`src/rtl/uart_pkg.sv`:
```
// Shared UART constants: default oversample ratio and 50 MHz divisor values
// (clocks per oversample tick minus one, x16 oversampling).
package uart_pkg;

    typedef logic [15:0] baud_div_t;

    localparam int        OVERSAMPLE_DEF = 16;
    localparam baud_div_t DIV_9600       = 16'd324;
    localparam baud_div_t DIV_57600      = 16'd53;
    localparam baud_div_t DIV_115200     = 16'd26;

endpackage

```
`src/rtl/mod_counter.sv`:
```
// Count-to-terminal counter: wraps to zero after reaching max_val while enabled,
// with synchronous clear and load. tc flags the terminal value.
module mod_counter #(
    parameter int W = 16
) (
    input  logic         clk,
    input  logic         rst_n,
    input  logic         en,
    input  logic         clr,
    input  logic         ld,
    input  logic [W-1:0] ld_val,
    input  logic [W-1:0] max_val,
    output logic [W-1:0] cnt,
    output logic         tc
);

    logic [W-1:0] cnt_r;

    assign cnt = cnt_r;
    assign tc  = (cnt_r == max_val);

    // Counter register: clear beats load beats counting.
    always_ff @(posedge clk) begin
        if (!rst_n) begin
            cnt_r <= {W{1'b0}};
        end else if (clr) begin
            cnt_r <= {W{1'b0}};
        end else if (ld) begin
            cnt_r <= ld_val;
        end else if (en && tc) begin
            cnt_r <= {W{1'b0}};
        end else if (en) begin
            cnt_r <= cnt_r + W'(1);
        end else begin
            cnt_r <= cnt_r;
        end
    end

endmodule

```
`src/rtl/baud_tick_gen.sv`:
```
// Programmable baud generator: oversample strobe, bit strobe and a 50 % duty
// bit-rate square wave, with glitch-free divisor reload and mid-bit restart.
module baud_tick_gen
    import uart_pkg::*;
#(
    parameter int DIV_W      = 16,
    parameter int OVERSAMPLE = OVERSAMPLE_DEF,
    parameter int DIV_RESET  = int'(DIV_115200)
) (
    input  logic             clk,
    input  logic             rst_n,
    input  logic             en,
    input  logic [DIV_W-1:0] div_in,
    input  logic             div_wr,
    input  logic             restart,
    output logic             div_busy,
    output logic             tick_os,
    output logic             tick_baud,
    output logic             clk_baud
);

    localparam int              OS_W     = $clog2(OVERSAMPLE);
    localparam logic [OS_W-1:0] OS_LAST  = OS_W'(OVERSAMPLE - 1);
    localparam logic [OS_W-1:0] OS_HALF  = OS_W'(OVERSAMPLE / 2);
    localparam logic [OS_W-1:0] OS_MID   = OS_W'(OVERSAMPLE / 2 - 1);

    logic [DIV_W-1:0] div_act_r, div_act_n;
    logic [DIV_W-1:0] div_pend_r, div_pend_n;
    logic             pend_r, pend_n;
    logic             tick_os_r, tick_os_n;
    logic             tick_baud_r, tick_baud_n;
    logic             clk_baud_r, clk_baud_n;

    logic [DIV_W-1:0] div_cnt_s;
    logic             div_tc_s;
    logic [OS_W-1:0]  os_cnt_s;
    logic             os_tc_s;
    logic             term_s;
    logic             idle_apply_s;
    logic             div_clr_s;
    logic             apply_s;

    assign term_s       = en & div_tc_s;
    assign idle_apply_s = ~restart & ~en & pend_r;
    // A smaller divisor applied while idle restarts the period so the counter
    // can never sit above the active divisor.
    assign div_clr_s    = restart | (idle_apply_s & (div_pend_r < div_cnt_s));

    mod_counter #(.W(DIV_W)) u_div_cnt (
        .clk     (clk),
        .rst_n   (rst_n),
        .en      (en),
        .clr     (div_clr_s),
        .ld      (1'b0),
        .ld_val  ({DIV_W{1'b0}}),
        .max_val (div_act_r),
        .cnt     (div_cnt_s),
        .tc      (div_tc_s)
    );

    mod_counter #(.W(OS_W)) u_os_cnt (
        .clk     (clk),
        .rst_n   (rst_n),
        .en      (term_s),
        .clr     (1'b0),
        .ld      (restart),
        .ld_val  (OS_HALF),
        .max_val (OS_LAST),
        .cnt     (os_cnt_s),
        .tc      (os_tc_s)
    );

    // Next-state: restart outranks terminal count, which outranks the capture.
    always_comb begin
        div_act_n   = div_act_r;
        div_pend_n  = div_pend_r;
        pend_n      = pend_r;
        tick_os_n   = 1'b0;
        tick_baud_n = 1'b0;
        clk_baud_n  = clk_baud_r;
        apply_s     = 1'b0;
        if (restart) begin
            clk_baud_n = 1'b1;
            apply_s    = pend_r;
        end else if (term_s) begin
            tick_os_n   = 1'b1;
            tick_baud_n = os_tc_s;
            clk_baud_n  = (os_tc_s || (os_cnt_s == OS_MID)) ? ~clk_baud_r : clk_baud_r;
            apply_s     = pend_r;
        end else begin
            apply_s = idle_apply_s;
        end
        if (apply_s) begin
            div_act_n = div_pend_r;
            pend_n    = 1'b0;
        end else begin
            div_act_n = div_act_r;
        end
        // A same-cycle write is always left pending, even across restart.
        if (div_wr) begin
            div_pend_n = div_in;
            pend_n     = 1'b1;
        end else begin
            div_pend_n = div_pend_r;
        end
    end

    // State and output registers.
    always_ff @(posedge clk) begin
        if (!rst_n) begin
            div_act_r   <= DIV_W'(DIV_RESET);
            div_pend_r  <= {DIV_W{1'b0}};
            pend_r      <= 1'b0;
            tick_os_r   <= 1'b0;
            tick_baud_r <= 1'b0;
            clk_baud_r  <= 1'b0;
        end else begin
            div_act_r   <= div_act_n;
            div_pend_r  <= div_pend_n;
            pend_r      <= pend_n;
            tick_os_r   <= tick_os_n;
            tick_baud_r <= tick_baud_n;
            clk_baud_r  <= clk_baud_n;
        end
    end

    assign div_busy  = pend_r;
    assign tick_os   = tick_os_r;
    assign tick_baud = tick_baud_r;
    assign clk_baud  = clk_baud_r;

endmodule

```
`config.mk`:
```
export PLATFORM = sky130hd
export DESIGN_NAME = baud_tick_gen
export DESIGN_NICKNAME = d
export VERILOG_FILES = /design/src/rtl/uart_pkg.sv /design/src/rtl/mod_counter.sv /design/src/rtl/baud_tick_gen.sv
export SDC_FILE = /design/constraint.sdc
export NUM_CORES = 1
export LEC_CHECK = 0
export CORE_AREA = 2 2 77 79
export CTS_CLUSTER_DIAMETER = 60
export DETAILED_ROUTE_END_ITERATION = 6
export DIE_AREA = 0 0 79 81
export PLACE_DENSITY = 0.77
export REMOVE_ABC_BUFFERS = 1
export SYNTH_ARGS = -nofsm -noshare
export SYNTH_HDL_FRONTEND = slang
export SYNTH_SLANG_ARGS = --single-unit
```
`constraint.sdc`:
```
create_clock -name clk -period 5.46 [get_ports clk]
set_clock_uncertainty 0.15 [all_clocks]
set_input_delay 1.638 -clock clk [delete_from_list [all_inputs] [get_ports clk]]
set_output_delay 1.638 -clock clk [all_outputs]
set_load 0.01 [all_outputs]
```
-- After elaboration in Yosys (flattened, before gate mapping)
Index checks and enable logic that the tools add are counted.
W data, S select, Z words.
- flip-flop bits (word level): 56
- bits of input ports: 21
- output and inout bits: 4
- logic and storage cells: 48
- $lt $le $gt $ge: 1
- reductions and logical operators: 12
- bitwise gates (word level): 10
- muxes and demuxes: 11
- add/subtract/negate cells: 2
- equal/unequal tests: 3
- operators with widths (operator ; number):
    $add A16 B1 Y16 const B ; 1
    $eq A16 B16 Y1 ; 1
    $lt A16 B16 Y1 ; 1
    $mux W4 ; 3
    $reduce_or A3 Y1 ; 3
    $mux W1 ; 8
    $reduce_bool A2 Y1 ; 3
    $not A1 Y1 ; 5
    $add A4 B1 Y4 const B ; 1
    $and A1 B1 Y1 ; 4
    $eq A4 B3 Y1 const B ; 1
    $eq A4 B4 Y1 const B ; 1
    $reduce_bool A3 Y1 ; 1
    $logic_and A1 B1 Y1 ; 2
    $reduce_and A2 Y1 ; 1
    $reduce_or A2 Y1 ; 1
    $logic_or A1 B1 Y1 ; 1
    $or A1 B1 Y1 ; 1

-- Logic depth before layout (Yosys ltp)
- depth in word-level cells: 7
- mapped depth: 9
- depth with buffers taken out: 7

-- By module
A second synthesis with hierarchy kept.
- cells, all modules: 386
- area total of the unflattened synthesis: 3359.5 µm²
- modules (own cells, without submodules) (module ; cells an instance ; instances ; area each (µm²) ; sequential area each (µm²)):
    baud_tick_gen ; 193 ; 1 ; 1741.7 ; 720.7
    mod_counter (u_div_cnt) ; 160 ; 1 ; 1315.0 ; 320.3
    mod_counter (u_os_cnt) ; 33 ; 1 ; 302.8 ; 80.1

-- Worst setup path after synthesis
No wires, ideal clock.
- path type: input to register
- start point: input port en
- end point: register u_div_cnt.cnt_r[10] (netlist: u_div_cnt.cnt[10])
- setup slack: 2602 ps
- data required time: 5193 ps
- arrival time: 2591 ps
- stages on the path: 6
- buffers on the path: 1
- library setup time: 117 ps
- cell sequence: nor2_1 -> nand2_1 -> a221o_1 -> o221ai_2 -> buf_2 -> nor2_1
- word-level cells in the longest chain between the ends: 6
- elaborated cells between the ends (all ways): 7
- those cells by class: bitwise: 5; reduce/logical: 2
- ends and longest elaborated chain (item ; line ; RTL):
    from (decl) ; baud_tick_gen.sv:12 ; input logic en,
    $not A1 Y1 ; baud_tick_gen.sv:44 ; assign idle_apply_s = ~restart & ~en & pend_r;
    $and A1 B1 Y1 (2 in series) ; baud_tick_gen.sv:44 ;
    $and A1 B1 Y1 ; baud_tick_gen.sv:47 ; assign div_clr_s = restart | (idle_apply_s & (div_pend_r < div_cnt_s));
    $or A1 B1 Y1 ; baud_tick_gen.sv:47 ;
    $reduce_or A3 Y1 (no source line) ; - ;
    to (signal assigned) ; mod_counter.sv:31 ; cnt_r <= {W{1'b0}};
    to (signal assigned) ; mod_counter.sv:33 ; cnt_r <= cnt_r + W'(1);
    to (signal assigned) ; mod_counter.sv:35 ; cnt_r <= cnt_r;
    to (decl) ; mod_counter.sv:17 ; logic [W-1:0] cnt_r;
Several ways; a longest one is shown, not always the timed one.
A chain may end at the register's enable or synchronous reset.

-- Worst setup path after layout
- start point: input port en
- end point: register u_div_cnt.cnt_r[7] (netlist: u_div_cnt.cnt[7])
The elaborated chain is that of the path after synthesis.

==> flow_summary.json <==
{
  "grt_pass1_vias": 2336,
  "crit_type": "in2reg",
  "power.density_nw_per_um2": 233,
  "crit_required_ns": 5.49,
  "final_nets": 400,
  "tns_ns": 0,
  "fin_crit_sh_pct": 65.8,
  "r2r-end": "div_busy",
  "antenna_found_initial": 0,
  "core_area_sq_um": 5680,
  "pre_cts_slack_ns": 1.54,
  "critPathArrivalTime_ns": 3.62,
  "clock-sinks": 56,
  "avgSynthCellArea_sq_um": 8.89,
  "postCtsHoldBufs": 0,
  "routedWlPerCell_um": 15.9,
  "holdCritPathClass": "reg2reg",
  "utilization_pct": 61.3,
  "holdWs_ns": 0.365,
  "async_flop_share_pct": 0,
  "die_y_um": 81,
  "rrSetupSlack_ns": 2.90,
  "overflow": 0,
  "hold_path_end": "div_act_r[1]",
  "max-cap-violations": 0,
  "rsz0062_at_grt": "no",
  "design.die.area_sq_um": 6400,
  "firstDrtPassIters": 5,
  "cts-root-buf": "clkbuf_8",
  "path_clk_slew_ns": 0.10,
  "grt_pass1_wl_um": 11700,
  "dr.first_iter.drc_count": 157,
  "cts_tree": "done",
  "ys_ff_latch": 56,
  "fillers": 519,
  "worstRegToRegCells": 5,
  "r2r-start": "u_div_cnt.cnt[0]",
  "synth_area_sq_um": 3140,
  "cts_max_path_buffers": 2,
  "synth_warnings": 0,
  "gp_congestion": 0.907,
  "final_common_cell": "nand4_1",
  "ys.flop_type": "dfxtp_1",
  "max-slew-margin-rel_pct": 26.5,
  "cts-buffers-inserted": 5,
  "p_total_uw": 811,
  "crit_start": "en",
  "ant_nets": 0,
  "drive_gt1_share_pct": 4.68,
  "setup-violations-final": 0,
  "grt_max_degree": 77,
  "worst_slack_ns": 1.87,
  "worstMarginPinSlew_ns": 1.10,
  "yosysTopAreaCell": "dfxtp_1",
  "post_cts_buffers": 0,
  "portBuffers": 24,
  "hold_viol": 0,
  "grt_usage_pct": 23.5,
  "p_leak_nw": 1.34,
  "synthTopCellsByArea": "dfxtp_1 (36%), nand4_1 (12%), ha_1 (6.8%)",
  "num_vias": 2611,
  "drc": 0,
  "end_kind": "flip-flop",
  "start_util_pct": 55.3,
  "post_cts_resized": 0,
  "wirelength_um": 6970,
  "finalMaxSlewViolations": 0,
  "hold_depth": 2,
  "status": "completed",
  "yosys.area.top_type_share_pct": 35.7,
  "max_freq_mhz": 278,
  "ir_drop_mv": 0.163,
  "ys_seq_area_share_pct": 35.7,
  "io_pins": 25,
  "diodes": 0,
  "crit_fanout": 16,
  "syn_to_final_growth_pct": 10.9,
  "synth_edf_count": 0,
  "fin_crit_ns": 3.59,
  "row_count": 28,
  "synth_cell_type_count": 40,
  "dp_hpwl_um": 4710,
  "clk_latency_ns": 0.31,
  "die_x_um": 79,
  "min_from": "div_act_r[1]",
  "final_cell_mix": "nand4_1 (60), dfxtp_1 (56), clkdlybuf4s50_1 (23)",
  "start_kind": "primary input",
  "routed_via_density": 5.96,
  "synthCells": 353,
  "htreeDepth": 2
}
[kinds of logic (layout without fill, tap and decap cells)]
family	count (synthesis)	count (layout)	share of synthesized area, %
muxes	18	18	5.74
adders and majority gates	17	17	6.78
AOI/OAI and AO/OA	28	28	6.54
xor gates and xnor gates	31	31	8.89
DFF	56	56	35.7
and+or+nand+nor	158	158	30.1
buffers and inverters	45	55	6.26
[worst max path at each step]
stage / endpoint / slack [ns] / cells past startpoint
after detailed placement: u_div_cnt.cnt[7] / 1.54 / 6
after floorplan: u_os_cnt.cnt[3] / 2.36 / 5
final: u_div_cnt.cnt[7] / 1.87 / 6
after global placement: u_div_cnt.cnt[6] / 1.63 / 6
after global routing: u_div_cnt.cnt[1] / 1.70 / 6
after CTS: u_div_cnt.cnt[7] / 1.87 / 6
[synthesized netlist by cell type, drive strengths merged, types with 2 or more instances]
cell type and n:
o21ai 3, o211ai 6, or3 2, mux2i 18, nor2b 17, nand3 8, nand2 14, xnor2 15
clkbuf 19, nand4 60, nor3 3, xor2 16, ha 17, nor2 22, and4 5, o31a 2
nor4 6, nand2b 3, and3 3, buf 7, inv 19, nand3b 13, dfxtp 56, a21oi 7
[worst max-delay path: stages]
cell             delay (ns)
clkdlybuf4s50_1        0.68
nor2_1                 0.20
nand2_1                0.07
a221o_1                0.29
o221ai_2               0.62
nor2_1                 0.11
[layer usage]
metal | GRT usage, % | share of wire (%) | up-vias
met5 | 0 | 0 | -
met4 | 6.72 | 1.4 | 0
met3 | 5.00 | 4.6 | 8
met2 | 39.1 | 48 | 72
met1 | 31.0 | 46 | 1224
li1 | - | - | 1307
[flip-flops by register name, indices dropped and copies added (netlist names)]
name           count
div_pend_r        16
u_div_cnt.cnt     16
div_busy           1
tick_os            1
div_act_r         16
tick_baud          1
u_os_cnt.cnt       4
clk_baud           1
[where the power goes]
part	total [mW]	switching, mW	internal (mW)
logic	0.103	0.0543	0.0485
clock network	0.272	0.135	0.136
registers	0.437	0.0145	0.422
[layout make-up]
class	instances	area [sq um]	share of cell area, %
Multi-Input combinational cell	252	1820	52.3
Timing Repair Buffer	28	265	7.62
Sequential cell	56	1120	32.2
Clock buffer	6	72.6	2.09
Tap cell	75	93.8	2.70
Clock inverter	2	35.0	1.01
Inverter	19	71.3	2.05
[stage by stage]
step | std cells | area [sq um]
2_1_floorplan | 327 | 3010
3_3_place_gp | 430 | 3370
3_5_place_dp | 430 | 3370
4_1_cts | 438 | 3480
5_1_grt | 438 | 3480
6_report | 438 | 3480
Note: power is estimated with default switching activity, not from simulation.
